==> src/rtl/rr_slot_arbiter_pkg.sv <==
// Shared definitions for the round-robin slot arbiter: FSM state encoding
// and an elaboration-time log2 helper.
package rr_slot_arbiter_pkg;

    typedef enum logic [1:0] {
        ST_IDLE = 2'd0,
        ST_BUSY = 2'd1,
        ST_GAP  = 2'd2
    } arb_state_e;

    // Ceiling log2, floored at 1 so an index port is never zero-width.
    function automatic int clog2(input int value);
        int result;
        result = 0;
        while ((1 << result) < value) begin
            result = result + 1;
        end
        if (result < 1) begin
            result = 1;
        end
        return result;
    endfunction

endpackage

==> src/rtl/rr_slot_arbiter_pick.sv <==
// Combinational round-robin pick: the first set request at or above the one-hot
// priority pointer, wrapping to bit 0, returned as a one-hot vector.
module rr_pick
    import rr_slot_arbiter_pkg::*;
#(
    parameter int N = 4
) (
    input  logic [N-1:0] req,
    input  logic [N-1:0] ptr,
    output logic [N-1:0] winner
);

    logic [2*N-1:0] req_dbl;
    logic [2*N-1:0] diff_dbl;
    logic [2*N-1:0] win_dbl;

    // Subtracting the pointer from the doubled request vector borrows through
    // the bits below ptr; the lowest surviving set bit is the winner, and the
    // upper copy handles the wrap-around case.
    always_comb begin
        req_dbl  = {req, req};
        diff_dbl = req_dbl - {{N{1'b0}}, ptr};
        win_dbl  = req_dbl & ~diff_dbl;
        winner   = win_dbl[N-1:0] | win_dbl[2*N-1:N];
    end

endmodule

==> src/rtl/rr_slot_arbiter.sv <==
// Round-robin time-slot arbiter: one owner at a time, each slot bounded to
// MAX_SLOT cycles, with a one-cycle gap between owners.
module rr_slot_arbiter
    import rr_slot_arbiter_pkg::*;
#(
    parameter int N        = 4,
    parameter int MAX_SLOT = 8,
    parameter int SLOT_W   = 4,
    parameter int ID_W     = clog2(N)
) (
    input  logic              clk,
    input  logic              rst,
    input  logic              en,
    input  logic [N-1:0]      req,
    output logic [N-1:0]      grant,
    output logic [ID_W-1:0]   grant_id,
    output logic              busy,
    output logic [SLOT_W-1:0] slot_cnt,
    output logic              timeout
);

    localparam logic [SLOT_W-1:0] SLOT_LAST = SLOT_W'(MAX_SLOT - 1);
    localparam logic [N-1:0]      PTR_RESET = N'(1);

    arb_state_e        state_q, state_d;
    logic [N-1:0]      grant_q, grant_d;
    logic [N-1:0]      ptr_q, ptr_d;
    logic [SLOT_W-1:0] slot_cnt_q, slot_cnt_d;
    logic              timeout_q, timeout_d;

    logic [N-1:0]      winner;
    logic              owner_req;
    logic              slot_last;

    rr_pick #(
        .N (N)
    ) u_pick (
        .req    (req),
        .ptr    (ptr_q),
        .winner (winner)
    );

    assign owner_req = |(req & grant_q);
    assign slot_last = (slot_cnt_q == SLOT_LAST);

    always_ff @(posedge clk) begin
        if (rst) begin
            state_q    <= ST_IDLE;
            grant_q    <= '0;
            ptr_q      <= PTR_RESET;
            slot_cnt_q <= '0;
            timeout_q  <= 1'b0;
        end else begin
            state_q    <= state_d;
            grant_q    <= grant_d;
            ptr_q      <= ptr_d;
            slot_cnt_q <= slot_cnt_d;
            timeout_q  <= timeout_d;
        end
    end

    // timeout defaults low so it is a single-cycle pulse even while frozen.
    always_comb begin
        state_d    = state_q;
        grant_d    = grant_q;
        ptr_d      = ptr_q;
        slot_cnt_d = slot_cnt_q;
        timeout_d  = 1'b0;
        if (en) begin
            case (state_q)
                ST_IDLE, ST_GAP: begin
                    if (|req) begin
                        grant_d    = winner;
                        slot_cnt_d = '0;
                        state_d    = ST_BUSY;
                    end else begin
                        state_d = ST_IDLE;
                    end
                end
                ST_BUSY: begin
                    // Release is checked first so a release on the last slot
                    // cycle ends the slot without a timeout pulse.
                    if (!owner_req || slot_last) begin
                        grant_d    = '0;
                        ptr_d      = {grant_q[N-2:0], grant_q[N-1]};
                        slot_cnt_d = '0;
                        state_d    = ST_GAP;
                        timeout_d  = owner_req;
                    end else begin
                        slot_cnt_d = slot_cnt_q + SLOT_W'(1);
                    end
                end
                default: begin
                    grant_d    = '0;
                    slot_cnt_d = '0;
                    state_d    = ST_IDLE;
                end
            endcase
        end
    end

    always_comb begin
        grant_id = '0;
        for (int i = 0; i < N; i++) begin
            if (grant_q[i]) begin
                grant_id = ID_W'(i);
            end
        end
    end

    assign grant    = grant_q;
    assign busy     = (state_q == ST_BUSY);
    assign slot_cnt = slot_cnt_q;
    assign timeout  = timeout_q;

endmodule
==> config.mk <==
export PLATFORM = sky130hd
export DESIGN_NAME = rr_slot_arbiter
export DESIGN_NICKNAME = d
export VERILOG_FILES = /design/src/rtl/rr_slot_arbiter_pkg.sv /design/src/rtl/rr_slot_arbiter_pick.sv /design/src/rtl/rr_slot_arbiter.sv
export SDC_FILE = /design/constraint.sdc
export NUM_CORES = 1
export LEC_CHECK = 0
export ABC_AREA = 0
export CAP_MARGIN = 30
export CORE_MARGIN = 5
export CORE_UTILIZATION = 50
export CTS_CLUSTER_SIZE = 10
export DETAILED_ROUTE_END_ITERATION = 8
export GPL_TIMING_DRIVEN = 0
export PLACE_DENSITY = 0.79
export SLEW_MARGIN = 20
export SYNTH_ARGS = -nofsm -noshare
export SYNTH_HDL_FRONTEND = slang
export SYNTH_SLANG_ARGS = --single-unit
==> constraint.sdc <==
create_clock -name clk -period 2.1 [get_ports clk]
set_input_delay 0.315 -clock clk [delete_from_list [all_inputs] [get_ports clk]]
set_output_delay 0.315 -clock clk [all_outputs]
set_load 0.005 [all_outputs]
==> impl_metrics.env <==
export IMPL_outcome="finished clean"
export IMPL_drt_drc_violations_left=0
export IMPL_place_gp_congestion=0.8186
export IMPL_crit_family="buffers and inverters"
export IMPL_synth_simple_gate_area_share_pct=19.56
export IMPL_cts_resized=0
export IMPL_crit_chain="nor2b_1 -> clkbuf_1 -> clkdlybuf4s50_1"
export IMPL_core_mm2=0.001559
export IMPL_tritoncts="yes"
export IMPL_cts_hold_buf=0
export IMPL_slowest_stage="clkdlybuf4s50_1"
export IMPL_root_buffer="clkbuf_4"
export IMPL_synth_area_um2=844.6
export IMPL_via_per_inst=5.887
export IMPL_io_pins=19
export IMPL_track_usage_pct=16.55
export IMPL_regArea_um2=301.5
export IMPL_dp_hpwl_um=1498
export IMPL_required_ps=1780
export IMPL_yosysWarnings=0
export IMPL_hold_path_class="reg2reg"
export IMPL_path_buf_inv=2
export IMPL_grt_pass1_vias=735
export IMPL_first_pass_iters=4
export IMPL_fillers=126
export IMPL_power_density_mw_per_mm2=567.5
export IMPL_synth_seq_area_share_pct=35.56
export IMPL_post_cts_setup_buffers=0
export IMPL_fin_nets=130
export IMPL_post_place_ws_ps=-90.46
export IMPL_mostFrequentLayoutCells="clkdlybuf4s50_1 (18), dfxtp_1 (14), nor2_1 (11)"
export IMPL_antenna_found_initial=0
export IMPL_start_util_pct=54.17
export IMPL_cts_buffers=3
export IMPL_synthAdderAreaFrac_pct=8.296
export IMPL_drtAntennaViolNets=0
export IMPL_finalCritPeriodShare_pct=93.74
export IMPL_via_count=783
export IMPL_power_uw=609.2
export IMPL_synthCells=95
export IMPL_synthMuxAreaShare_pct=2.370
export IMPL_clk_pin_slew_ps=100
export IMPL_synth_cell_type_count=36
export IMPL_slew_violations=0
export IMPL_fin_crit_ps=1969
export IMPL_critPathLaunchType="flip-flop"
export IMPL_maxCapViolations=0
export IMPL_grt_overflow=0
export IMPL_synth_top_family_by_area="compound AO/OA/AOI/OAI gates"
export IMPL_path_class="reg2out"
export IMPL_timing_critical_path_fanout_max=7
export IMPL_grt_setup_unrepaired="false"
export IMPL_fin_util_pct=68.86
export IMPL_layout_drive_gt1_share_pct=7.692
export IMPL_rows=14
export IMPL_slowest_delay_ps=560
export IMPL_tightest_slew_ps=596.8
export IMPL_switching_share_pct=28.40
export IMPL_die_h_um=51.10
export IMPL_ir_drop_v=0.0006129
export IMPL_grt_pass1_wl_um=3270
export IMPL_synth_compound_area_share_pct=25.19
export IMPL_syn_avg_cell_area_um2=8.890
export IMPL_p_int_uw=436.2
export IMPL_syn_nets=107
export IMPL_clock_sinks=15
export IMPL_die_x_um=51.10
export IMPL_clk_path_buf_depth=2
export IMPL_wl_per_cell_um=14.54
export IMPL_critical_path_endpoint_type="output pin"
export IMPL_cp_arrival_ps=1650
export IMPL_hold_viol=0
export IMPL_setup_viol=0
export IMPL_synth_xor_xnor_area_share_pct=4.148
export IMPL_synth_edf_count=0
export IMPL_htree_levels=1
export IMPL_relSlewSlack_pct=60.13
export IMPL_fin_ws_ps=131.5
export IMPL_n_antenna_cell=0
export IMPL_multi_input_area_um2=503.0
export IMPL_grt_max_degree=11
export IMPL_drt_iter0_drc=28
export IMPL_skew_ps=12.01
export IMPL_io_buffers=18
export IMPL_fmax_mhz=508.0
export IMPL_synthFlopType="dfxtp_1"
export IMPL_drt_wl_total_um=1934
export IMPL_syn2layout_area_growth_pct=27.11
export IMPL_p_switching_uw=173.0
export IMPL_die_area_mm2=0.002611
export IMPL_power_frac_comb_pct=22.3
export IMPL_clockPowerShare_pct=26.9
export IMPL_async_flop_share_pct=0
export IMPL_p_leak_nw=0.3918
export IMPL_insertion_delay_ps=290
export IMPL_final_common_cell="clkdlybuf4s50_1"
export IMPL_seqPwrFrac_pct=50.7
export IMPL_synth_seq_cells=15
-- tightest hold or removal path, stage by stage (launching register included) --
cell     delay (ps)
dfxtp_1         310
inv_1            80
o31ai_1          70
-- state kept, by name, summed over array words and instances (netlist names) --
name,flops
timeout,1
grant,4
slot_cnt,4
state_q,2
ptr_q,4
-- cell usage after synthesis, drive strengths merged (3+ instances only) --
master  instances  area, um^2
o211ai          4       30.03
dfxtp          15       300.3
ha              4       50.05
nor3            3       15.01
a21oi           3       15.01
inv             8       30.03
clkbuf          3       11.26
a21o            3       30.02
nor2           11       41.29
o31ai           3       22.52
o21ai           5       25.02
nand2           3       11.26
nand4           3       18.77
-- per-stage QoR --
step | hold slack, ps | std cells | area, um^2 | TNS (ps)
3_3_place_gp | 479.4 | 129 | 1045 | -175.9
4_1_cts | 502.5 | 133 | 1072 | 0
2_1_floorplan | 449.4 | 95 | 844.6 | 0
6_report | 499.9 | 133 | 1074 | 0
3_5_place_dp | 488.5 | 129 | 1045 | -283.3
5_1_grt | 521.0 | 133 | 1074 | 0
-- worst paths after layout --
check | from | endpoint | slack [ps] | depth (start not counted)
worst max register to register | ptr_q[2] | grant[3] | 490 | 6
worst min-delay path | ptr_q[2] | ptr_q[2] | 500 | 2
worst min register to register | ptr_q[2] | ptr_q[2] | 500 | 2
worst max-delay path | state_q[0] | busy | 130 | 3
-- power by group through the flow --
| stage | Clock (mW) | Sequential (mW) | Combinational (mW) |
|---|---|---|---|
| after floorplan | 0 | 0.313 | 0.0761 |
| after global placement | 0 | 0.315 | 0.132 |
| after detailed placement | 0 | 0.315 | 0.134 |
| after CTS | 0.169 | 0.309 | 0.136 |
| after global routing | 0.179 | 0.312 | 0.150 |
| final | 0.164 | 0.309 | 0.136 |
-- final cells by class --
type,instances,area share [%]
multi-input combinational,69,46.85
sequential,15,28.09
timing repair buffer,18,16.78
inverter,8,2.797
clock buffer,3,2.098
tap,16,1.865
buffer,3,1.049
clock inverter,1,0.4662
-- metal layers --
layer  vias to the layer above  GRT usage [%]  share of wire (%)
met5                         -              0                  0
li1                        396              -                  -
met3                         2          6.686                4.9
met4                         0          3.587               0.67
met1                       363          20.96                 46
met2                        22          26.39                 48
-- cell families after synthesis --
kind of cell / Yosys count
and+or+nand+nor: 31
DFF: 15
buffers and inverters: 11
muxes: 2
xor gates and xnor gates: 4
adders and majority gates: 5
AOI/OAI and AO/OA: 27
(Power assumes the default switching activity.)
